## src/rtl/seg7_scan_if.sv

```systemverilog
// Scanned seven-segment bus plus the frame results recovered from it.
interface seg7_scan_if;
  logic [6:0]  seg7_7bit;
  logic [3:0]  seg7_an;
  logic        seg7_dp;
  logic [15:0] value;
  logic [3:0]  dp_mask;
  logic [3:0]  blank_mask;
  logic [3:0]  err_mask;
  logic        frame_valid;
  logic        frame_stb;
  logic        digit_err;
  logic        timeout;

  modport master (
    output seg7_7bit, seg7_an, seg7_dp,
    input  value, dp_mask, blank_mask, err_mask,
    input  frame_valid, frame_stb, digit_err, timeout
  );

  modport slave (
    input  seg7_7bit, seg7_an, seg7_dp,
    output value, dp_mask, blank_mask, err_mask,
    output frame_valid, frame_stb, digit_err, timeout
  );
endinterface

```

## src/rtl/seg7_scan_capture.sv

```systemverilog
// Decodes a multiplexed 4-digit seven-segment bus back into a 16-bit value,
// capturing each digit once it has been stable for SETTLE_CYCLES samples.
module seg7_scan_capture #(
  parameter int unsigned SETTLE_CYCLES = 4,
  parameter int unsigned FRAME_TIMEOUT = 1000000,
  parameter bit          SEG_ACT_HIGH  = 1'b1,
  parameter bit          AN_ACT_HIGH   = 1'b1
) (
  input  logic        clk,
  input  logic        rst,
  seg7_scan_if.slave  bus
);
  localparam int unsigned CNT_W  = $clog2(SETTLE_CYCLES + 1);
  localparam int unsigned IDLE_W = $clog2(FRAME_TIMEOUT + 1);
  localparam int unsigned SMP_W  = 12;

  typedef enum logic [1:0] {IDLE, SETTLING, HELD} state_t;

  state_t             state_q, state_d;
  logic [3:0]         an_q, an_d;
  logic [6:0]         seg_q, seg_d;
  logic               dp_q, dp_d;
  logic [SMP_W-1:0]   cmp_q, cmp_d;
  logic [CNT_W-1:0]   cnt_q, cnt_d;
  logic [IDLE_W-1:0]  idle_q, idle_d;
  logic [15:0]        stage_val_q, stage_val_d;
  logic [3:0]         stage_dp_q, stage_dp_d;
  logic [3:0]         stage_blank_q, stage_blank_d;
  logic [3:0]         stage_err_q, stage_err_d;
  logic [3:0]         seen_q, seen_d;
  logic [15:0]        value_q, value_d;
  logic [3:0]         dp_mask_q, dp_mask_d;
  logic [3:0]         blank_mask_q, blank_mask_d;
  logic [3:0]         err_mask_q, err_mask_d;
  logic               frame_valid_q, frame_valid_d;
  logic               frame_stb_q, frame_stb_d;
  logic               digit_err_q, digit_err_d;
  logic               timeout_q, timeout_d;

  logic [SMP_W-1:0]   sample;
  logic               sample_valid;
  logic               capture;
  logic               publish;
  logic [4:0]         decoded;
  logic               is_blank;
  logic               is_err;

  // Returns {known, nibble}; unknown patterns report nibble 0.
  function automatic logic [4:0] decode_seg(input logic [6:0] s);
    case (s)
      7'h3F: return 5'h10;
      7'h06: return 5'h11;
      7'h5B: return 5'h12;
      7'h4F: return 5'h13;
      7'h66: return 5'h14;
      7'h6D: return 5'h15;
      7'h7D: return 5'h16;
      7'h07: return 5'h17;
      7'h7F: return 5'h18;
      7'h6F: return 5'h19;
      7'h77: return 5'h1A;
      7'h7C: return 5'h1B;
      7'h39: return 5'h1C;
      7'h5E: return 5'h1D;
      7'h79: return 5'h1E;
      7'h71: return 5'h1F;
      default: return 5'h00;
    endcase
  endfunction

  // Input normalisation; the decimal point shares the segment polarity.
  always_comb begin
    an_d  = AN_ACT_HIGH  ? bus.seg7_an   : ~bus.seg7_an;
    seg_d = SEG_ACT_HIGH ? bus.seg7_7bit : ~bus.seg7_7bit;
    dp_d  = SEG_ACT_HIGH ? bus.seg7_dp   : ~bus.seg7_dp;
  end

  // Settle tracker: a digit must repeat identically before it is captured.
  always_comb begin
    sample       = {an_q, seg_q, dp_q};
    sample_valid = (an_q != 4'd0) && ((an_q & (an_q - 4'd1)) == 4'd0);
    state_d      = state_q;
    cmp_d        = cmp_q;
    cnt_d        = cnt_q;
    capture      = 1'b0;
    case (state_q)
      SETTLING: begin
        if (sample == cmp_q) begin
          cnt_d = cnt_q + CNT_W'(1);
          if (cnt_q + CNT_W'(1) == CNT_W'(SETTLE_CYCLES)) begin
            capture = 1'b1;
            state_d = HELD;
          end
        end else if (sample_valid) begin
          cmp_d = sample;
          cnt_d = CNT_W'(1);
        end else begin
          state_d = IDLE;
        end
      end
      HELD: begin
        if (sample != cmp_q) begin
          if (sample_valid) begin
            cmp_d   = sample;
            cnt_d   = CNT_W'(1);
            state_d = SETTLING;
          end else begin
            state_d = IDLE;
          end
        end
      end
      default: begin
        if (sample_valid) begin
          cmp_d   = sample;
          cnt_d   = CNT_W'(1);
          state_d = SETTLING;
        end
      end
    endcase
  end

  // Staging, frame publish and partial-frame timeout.
  always_comb begin
    decoded       = decode_seg(seg_q);
    is_blank      = (seg_q == 7'd0);
    is_err        = !decoded[4] && !is_blank;
    publish       = (seen_q == 4'hF);
    stage_val_d   = stage_val_q;
    stage_dp_d    = stage_dp_q;
    stage_blank_d = stage_blank_q;
    stage_err_d   = stage_err_q;
    seen_d        = publish ? 4'd0 : seen_q;
    value_d       = value_q;
    dp_mask_d     = dp_mask_q;
    blank_mask_d  = blank_mask_q;
    err_mask_d    = err_mask_q;
    frame_valid_d = frame_valid_q;
    frame_stb_d   = 1'b0;
    digit_err_d   = capture && is_err;
    timeout_d     = 1'b0;
    idle_d        = idle_q;

    if (publish) begin
      value_d       = stage_val_q;
      dp_mask_d     = stage_dp_q;
      blank_mask_d  = stage_blank_q;
      err_mask_d    = stage_err_q;
      frame_stb_d   = 1'b1;
      frame_valid_d = 1'b1;
    end

    if (capture) begin
      for (int i = 0; i < 4; i++) begin
        if (an_q[i]) begin
          stage_val_d[4*i +: 4] = decoded[3:0];
          stage_blank_d[i]      = is_blank;
          stage_err_d[i]        = is_err;
          stage_dp_d[i]         = dp_q;
          seen_d[i]             = 1'b1;
        end
      end
    end

    // Counter only runs while a partial frame is pending.
    if (capture) begin
      idle_d = '0;
    end else if (seen_q != 4'd0 && idle_q != IDLE_W'(FRAME_TIMEOUT)) begin
      idle_d = idle_q + IDLE_W'(1);
    end

    if (!capture && !publish && seen_q != 4'd0 &&
        idle_q + IDLE_W'(1) == IDLE_W'(FRAME_TIMEOUT)) begin
      seen_d        = 4'd0;
      frame_valid_d = 1'b0;
      timeout_d     = 1'b1;
    end
  end

  always_ff @(posedge clk or posedge rst) begin
    if (rst) begin
      state_q       <= IDLE;
      an_q          <= '0;
      seg_q         <= '0;
      dp_q          <= 1'b0;
      cmp_q         <= '0;
      cnt_q         <= '0;
      idle_q        <= '0;
      stage_val_q   <= '0;
      stage_dp_q    <= '0;
      stage_blank_q <= '0;
      stage_err_q   <= '0;
      seen_q        <= '0;
      value_q       <= '0;
      dp_mask_q     <= '0;
      blank_mask_q  <= '0;
      err_mask_q    <= '0;
      frame_valid_q <= 1'b0;
      frame_stb_q   <= 1'b0;
      digit_err_q   <= 1'b0;
      timeout_q     <= 1'b0;
    end else begin
      state_q       <= state_d;
      an_q          <= an_d;
      seg_q         <= seg_d;
      dp_q          <= dp_d;
      cmp_q         <= cmp_d;
      cnt_q         <= cnt_d;
      idle_q        <= idle_d;
      stage_val_q   <= stage_val_d;
      stage_dp_q    <= stage_dp_d;
      stage_blank_q <= stage_blank_d;
      stage_err_q   <= stage_err_d;
      seen_q        <= seen_d;
      value_q       <= value_d;
      dp_mask_q     <= dp_mask_d;
      blank_mask_q  <= blank_mask_d;
      err_mask_q    <= err_mask_d;
      frame_valid_q <= frame_valid_d;
      frame_stb_q   <= frame_stb_d;
      digit_err_q   <= digit_err_d;
      timeout_q     <= timeout_d;
    end
  end

  assign bus.value       = value_q;
  assign bus.dp_mask     = dp_mask_q;
  assign bus.blank_mask  = blank_mask_q;
  assign bus.err_mask    = err_mask_q;
  assign bus.frame_valid = frame_valid_q;
  assign bus.frame_stb   = frame_stb_q;
  assign bus.digit_err   = digit_err_q;
  assign bus.timeout     = timeout_q;
endmodule

```

## src/flat_wrapper.sv

```systemverilog
// flat-port wrapper written by rule: the top's interface ports become plain ports
module seg7_scan_capture_flat 
#(
  parameter int unsigned SETTLE_CYCLES = 4,
  parameter int unsigned FRAME_TIMEOUT = 1000000,
  parameter bit          SEG_ACT_HIGH  = 1'b1,
  parameter bit          AN_ACT_HIGH   = 1'b1
)
  (clk, rst, bus_seg7_7bit, bus_seg7_an, bus_seg7_dp, bus_value, bus_dp_mask, bus_blank_mask, bus_err_mask, bus_frame_valid, bus_frame_stb, bus_digit_err, bus_timeout);
  seg7_scan_if bus_i ();
  input  logic clk;
  input  logic rst;
  input wire logic [$bits(bus_i.seg7_7bit)-1:0] bus_seg7_7bit;
  input wire logic [$bits(bus_i.seg7_an)-1:0] bus_seg7_an;
  input wire logic [$bits(bus_i.seg7_dp)-1:0] bus_seg7_dp;
  output wire logic [$bits(bus_i.value)-1:0] bus_value;
  output wire logic [$bits(bus_i.dp_mask)-1:0] bus_dp_mask;
  output wire logic [$bits(bus_i.blank_mask)-1:0] bus_blank_mask;
  output wire logic [$bits(bus_i.err_mask)-1:0] bus_err_mask;
  output wire logic [$bits(bus_i.frame_valid)-1:0] bus_frame_valid;
  output wire logic [$bits(bus_i.frame_stb)-1:0] bus_frame_stb;
  output wire logic [$bits(bus_i.digit_err)-1:0] bus_digit_err;
  output wire logic [$bits(bus_i.timeout)-1:0] bus_timeout;
  assign bus_i.seg7_7bit = bus_seg7_7bit;
  assign bus_i.seg7_an = bus_seg7_an;
  assign bus_i.seg7_dp = bus_seg7_dp;
  assign bus_value = bus_i.value;
  assign bus_dp_mask = bus_i.dp_mask;
  assign bus_blank_mask = bus_i.blank_mask;
  assign bus_err_mask = bus_i.err_mask;
  assign bus_frame_valid = bus_i.frame_valid;
  assign bus_frame_stb = bus_i.frame_stb;
  assign bus_digit_err = bus_i.digit_err;
  assign bus_timeout = bus_i.timeout;
  seg7_scan_capture #(.SETTLE_CYCLES(SETTLE_CYCLES), .FRAME_TIMEOUT(FRAME_TIMEOUT), .SEG_ACT_HIGH(SEG_ACT_HIGH), .AN_ACT_HIGH(AN_ACT_HIGH)) u_core (.clk(clk), .rst(rst), .bus(bus_i));
endmodule
```

## config.mk

```make
export PLATFORM = sky130hd
export DESIGN_NAME = seg7_scan_capture_flat
export DESIGN_NICKNAME = d
export VERILOG_FILES = /design/src/rtl/seg7_scan_if.sv /design/src/rtl/seg7_scan_capture.sv /design/src/flat_wrapper.sv
export SDC_FILE = /design/constraint.sdc
export NUM_CORES = 1
export LEC_CHECK = 0
export ABC_AREA = 1
export CORE_MARGIN = 3
export CORE_UTILIZATION = 60
export CTS_BUF_LIST = sky130_fd_sc_hd__clkbuf_4 sky130_fd_sc_hd__clkbuf_8
export CTS_CLUSTER_DIAMETER = 120
export CTS_CLUSTER_SIZE = 10
export DETAILED_ROUTE_END_ITERATION = 10
export GPL_ROUTABILITY_DRIVEN = 0
export PLACE_DENSITY = 0.82
export RECOVER_POWER = 25
export SLEW_MARGIN = 20
export SYNTH_ARGS = -nofsm -noshare
export SYNTH_HDL_FRONTEND = slang
export SYNTH_SLANG_ARGS = --single-unit
export TNS_END_PERCENT = 5
```

## constraint.sdc

```tcl
create_clock -name clk -period 4.79 [get_ports clk]
set_input_delay 0.958 -clock clk [delete_from_list [all_inputs] [get_ports clk]]
set_output_delay 0.958 -clock clk [all_outputs]
set_load 0.05 [all_outputs]
```

Yosys cells after proc, flatten, opt, wreduce, memory -nomap -nowiden:

Index checks and enable logic that the tools add are counted.

* input bits: 14
* register bits after elaboration: 113
* logic and storage cells: 120
* output and inout bits: 32

* reduce and logical (&&, ||, !) cells: 24
* $add $sub $neg: 3
* equal/unequal tests: 28
* bitwise gates (word level): 1
* muxes and demuxes: 32

Operators by type and width (number)
* equality test 7 bit, second input constant: 12
* case mux 5 bit (16 select lines): 1
* 2-to-1 mux 20 bit: 2
* 2-to-1 mux 12 bit: 3
* case mux 12 bit (2 select lines): 1
* adder 20 x 1 -> 20 bit, second input constant: 1
* equality test 20 bit, second input constant: 1
* inequality test 20 bit, second input constant: 1
* equality test 7 x 3 -> 1 bit, second input constant: 2
* equality test 7 x 6 -> 1 bit, second input constant: 2
* equality test 12 bit: 1
* 2-to-1 mux 1 bit: 12
* 2-to-1 mux 4 bit: 3
* inequality test 12 bit: 1
* 2-to-1 mux 2 bit: 5
* AND reduction 2 bit: 5
* 2-to-1 mux 3 bit: 3
* nonzero test 4 bit: 2
* logical AND 1 bit: 7
* zero test 7 bit: 1
* inequality test 3 bit, second input constant: 2
* case mux 3 bit (2 select lines): 1
* AND 4 bit: 1
* equality test 4 bit, second input constant: 1
* 13 further kinds: 17

Logic depth before layout (Yosys ltp):

* depth after elaboration: 10
* gate-level depth with buffers: 14
* gate-level depth less buffers: 14

Worst setup path after synthesis:

No wires, ideal clock.

* path kind: flip-flop to flip-flop
* from: register u_core.idle_q[0]
* to: register u_core.idle_q[19]
* data required time: 4.670 ns
* path buffers: 1
* cell stages (with the launch flop): 11
* arrival: 1.645 ns
* period minus slack after synthesis: 1.766 ns
* slack: 3.024 ns
* library setup time: 0.120 ns
* cells stage by stage: dfrtp_1 > inv_1 > ha_1 > nand2_1 > nor3_1 > nand3_1 > o21ai_2 > clkbuf_1 > nand2_1 > o211ai_1 > inv_1

* cells in the longest elaborated chain, start to end: 3
* elaborated cells on any way between the ends: 6
* classes of those cells: 1 x add/sub; 1 x eq/ne; 2 x mux; 2 x reduce/logical

RTL lines
* from (decl): line seg7_scan_capture.sv:25 `logic [IDLE_W-1:0] idle_q, idle_d;`
* from (signal assigned): line seg7_scan_capture.sv:208 `idle_q <= idle_d;`
* adder 20 x 1 -> 20 bit or inequality test 20 bit (tied branches): line seg7_scan_capture.sv:168, seg7_scan_capture.sv:167
* 2-to-1 mux 20 bit or logical AND 1 bit (tied branches): line seg7_scan_capture.sv:167 `end else if (seen_q != 4'd0 && idle_q != IDLE_W'(FRAME_TIMEOUT)) begin`
* 2-to-1 mux 20 bit or nonzero test 2 bit (tied branches)

Parallel ways exist; a longest one is shown, timed or not. The select of a mux whose other input is x is not followed.
A chain may end at the register's enable or synchronous reset.

==> key figures <==
Timing
  • Final worst clock skew: 0.0142 ns
  • RSZ-0062 raised after global routing: no
  • Setup-failing EPs final: 0
  • Hold violation count in the final report: 0
  • Slew at the pin closest to its max-slew limit: ~2.9 ns
  • Timing-limited maximum frequency: around 320 MHz
  • Final worst path period share: roughly two thirds
  • Worst-case headroom to the max-slew limit: -92.3%
  • Total Neg Setup Slack: 0 ns
  • Final critical-path required period: 3.12 ns
  • Final number of max-transition violations: 67

Floorplanning
  • Starting Density: 62.5%
  • Vertical extent of the die: between 100 and 150 um
  • DIE WIDTH: around 100 um
  • Top Ports: between 40 and 50
  • Core Box Area: roughly 0.009 sq mm
  • Row count: 34
  • Die area: 0.0104 sq mm

Synthesis
  • Portion of the post-synthesis area used by sequential elements: between 50% and 60%
  • Cells after synthesis: around 720
  • Count of cell types in the netlist: 28
  • Post-synthesis average cell area: around 7.7 sq um
  • Yosys warning count: 0
  • Syn Nets: 742
  • Area of the mapped netlist: approximately 0.0055 sq mm
  • Count of state elements after synthesis: between 100 and 150

Drt
  • Wire per inst: around 14 um
  • Number of remaining DRC errors: 0
  • DRT Wirelength: between 10,000 and 15,000 um
  • Count of TritonRoute iterations in the first routing pass: 7
  • Drt via density: approximately 5.4
  • Drt first-iter violations: between 300 and 400
  • Vias: 4,859
  • Antenna Violating Nets Remaining: 0

Worst setup path
  • Depth of the worst register-to-register path: 10
  • Reg-to-reg startpoint: u_core.idle_q[0]
  • Setup CP Type: input pin to async pin
  • Required time worst endpoint: about 5.4 ns
  • Maximum fanout count along the critical path: between 60 and 70
  • Crit path launch type: input pin
  • R2r setup slk: 2.54 ns
  • Destination of the worst register-to-register timing path: u_core.idle_q[18]
  • WP data arrival: between 3 and 4 ns
  • Critical Path Sink Type: async pin

Cells and area
  • Fraction of final layout cells with drive strength greater than 1: under 10%
  • Most common library cell in the layout ignoring fill and taps: nand2_1
  • Post-layout util: between 70% and 80%
  • Total Nets Final: slightly below 800
  • Area added between synthesis and finish: 17.1%
  • Most frequent cells in the layout: nand2_1, dfrtp_1, inv_1
  • Antenna diode instance count: 0

Clocking
  • Clk pin slew, worst setup/hold paths: 0.08 ns
  • Max clock buf depth: 2
  • Num CTS Buffers: 17
  • H-tree level count: 4
  • Clock sink total: roughly 110
  • CTS Root Buffer Type: clkbuf_8
  • CTS Hold Bufs: 0
  • Clock Latency Late Sink: around 0.42 ns
  • CTS tree: yes
  • Post-CTS Setup Inserts: 0
  • Cells resized by post-CTS repair: 0

Power
  • Leakage power figure: between 3 and 4 nW
  • Power per standard cell area: around 330 mW/mm^2
  • Worst vdd ir: approximately 0.18 mV

GRT
  • Leftover overflow at the end of global routing: 0
  • Antenna violations before repair: 0
  • Global-route total usage across every layer: about a quarter
  • Pin count of the biggest net entering global routing: 67
  • Number of global-route vias before repair: approximately 4,600
  • Global-route wire length before repair: 21,000 um

Worst hold path
  • Tightest Hold Check Type: flip-flop to flip-flop
  • Capture endpoint of the worst hold path: u_core.bus.value[7]
  • Hold wc startpoint: u_core.stage_val_q[7]
  • Worst Hold Path Cells: 2

Placement
  • Placed wire-length estimate: 8460 um
  • Number of port buffers: 45

Status
  • Outcome: complete, but fails checks
  • Violated checks: capacitance limit, slew limit

Flow run
  • Max cap viols: 1
## per-layer routing
metal	vias up	track usage, %	share of wire, %	routed length [um]
met3	38	4.98	7.1	868
li1	2372	-	-	-
met2	201	40.3	47	5810
met5	-	0	0	0
met1	2248	35.0	43	5330
met4	0	10.4	2.1	252
## registers in the layout, summed over array words and instances, names as in the netlist
name and flops:
u_core.an_q 4, u_core.bus.blank_mask 4, u_core.bus.digit_err 1, u_core.bus.dp_mask 4, u_core.bus.err_mask 4, u_core.bus.frame_stb 1
u_core.bus.frame_valid 1, u_core.bus.timeout 1, u_core.bus.value 16, u_core.cmp_q 12, u_core.cnt_q 3, u_core.dp_q 1
u_core.idle_q 20, u_core.seen_q 4, u_core.seg_q 7, u_core.stage_blank_q 4, u_core.stage_dp_q 4, u_core.stage_err_q 4
u_core.stage_val_q 16, u_core.state_q 2
## worst max-delay path, stage by stage
cell           delay [ns]
dlygate4sd3_1        0.54
clkinvlp_2           1.62
buf_4                0.54
## where the power goes
| group | switching, mW | leakage (nW) | internal (mW) |
|---|---|---|---|
| Sequential | 0.0277 | 1.52 | 0.982 |
| Clock | 0.415 | 0.214 | 0.536 |
| Combinational | 0.0982 | 1.77 | 0.0507 |
## worst max-delay path by stage
stage | endpoint | slack [ns] | depth (start not counted) | startpoint
floorplan | u_core.an_q[0] | 0.84 | 1 | rst
global placement | u_core.seen_q[2] | 2.42 | 3 | rst
detailed placement | u_core.bus.value[9] | 2.33 | 6 | u_core.seen_q[3]
CTS | bus_value[6] | 2.18 | 1 | u_core.bus.value[6]
global route | u_core.stage_dp_q[1] | 1.25 | 3 | rst
finish | u_core.seen_q[2] | 1.67 | 3 | rst
## stage by stage
stage               std cells  hold WS (ns)  cell area, sq um  setup WS [ns]  total power [mW]
floorplan                 721         0.442              5530          0.845              1.13
global placement          862         0.453              6050           2.42              1.16
detailed placement        862         0.458              6050           2.33              1.18
CTS                       894         0.473              6480           2.18              2.12
global route              894         0.505              6480           1.25              2.19
finish                    894         0.470              6480           1.67              2.11
## Yosys cell counts, drive strengths merged
cell type    n  area share, %
nand2      302             21
dfrtp      113             51
inv         87            5.9
o21ai       60            5.5
nor2        55            4.2
nand3       35            3.3
nor3        12            1.1
nand4       11            1.2
o211ai      10            1.4
clkbuf       8           0.54
buf          7            1.1
ha           7            1.6
nor4         3           0.34
xnor2        3           0.48
clkinv       2           0.23
or2          2           0.23
xor2         2           0.32
a211oi       1           0.14
nand3b       1           0.14
## cell families (layout without fill, tap and decap cells)
family                     after synthesis  in the layout  synth area share, %
AOI/OAI and AO/OA                       71             71                 6.99
xor gates and xnor gates                 5              5                0.792
adders and majority gates                7              7                 1.58
buffers and inverters                  104            169                 7.76
DFF                                    113            113                 51.1
and+or+nand+nor                        421            421                 31.8
## layout make-up
class	instances	area, sq um
inverters	89	340
clock buffers	18	248
repair buffers	48	473
clock inverters	14	178
fillers	672	2370
well taps	108	135
multi-input cells	504	2280
flip-flops and latches	113	2830
Note: power is estimated with default switching activity, not from simulation.
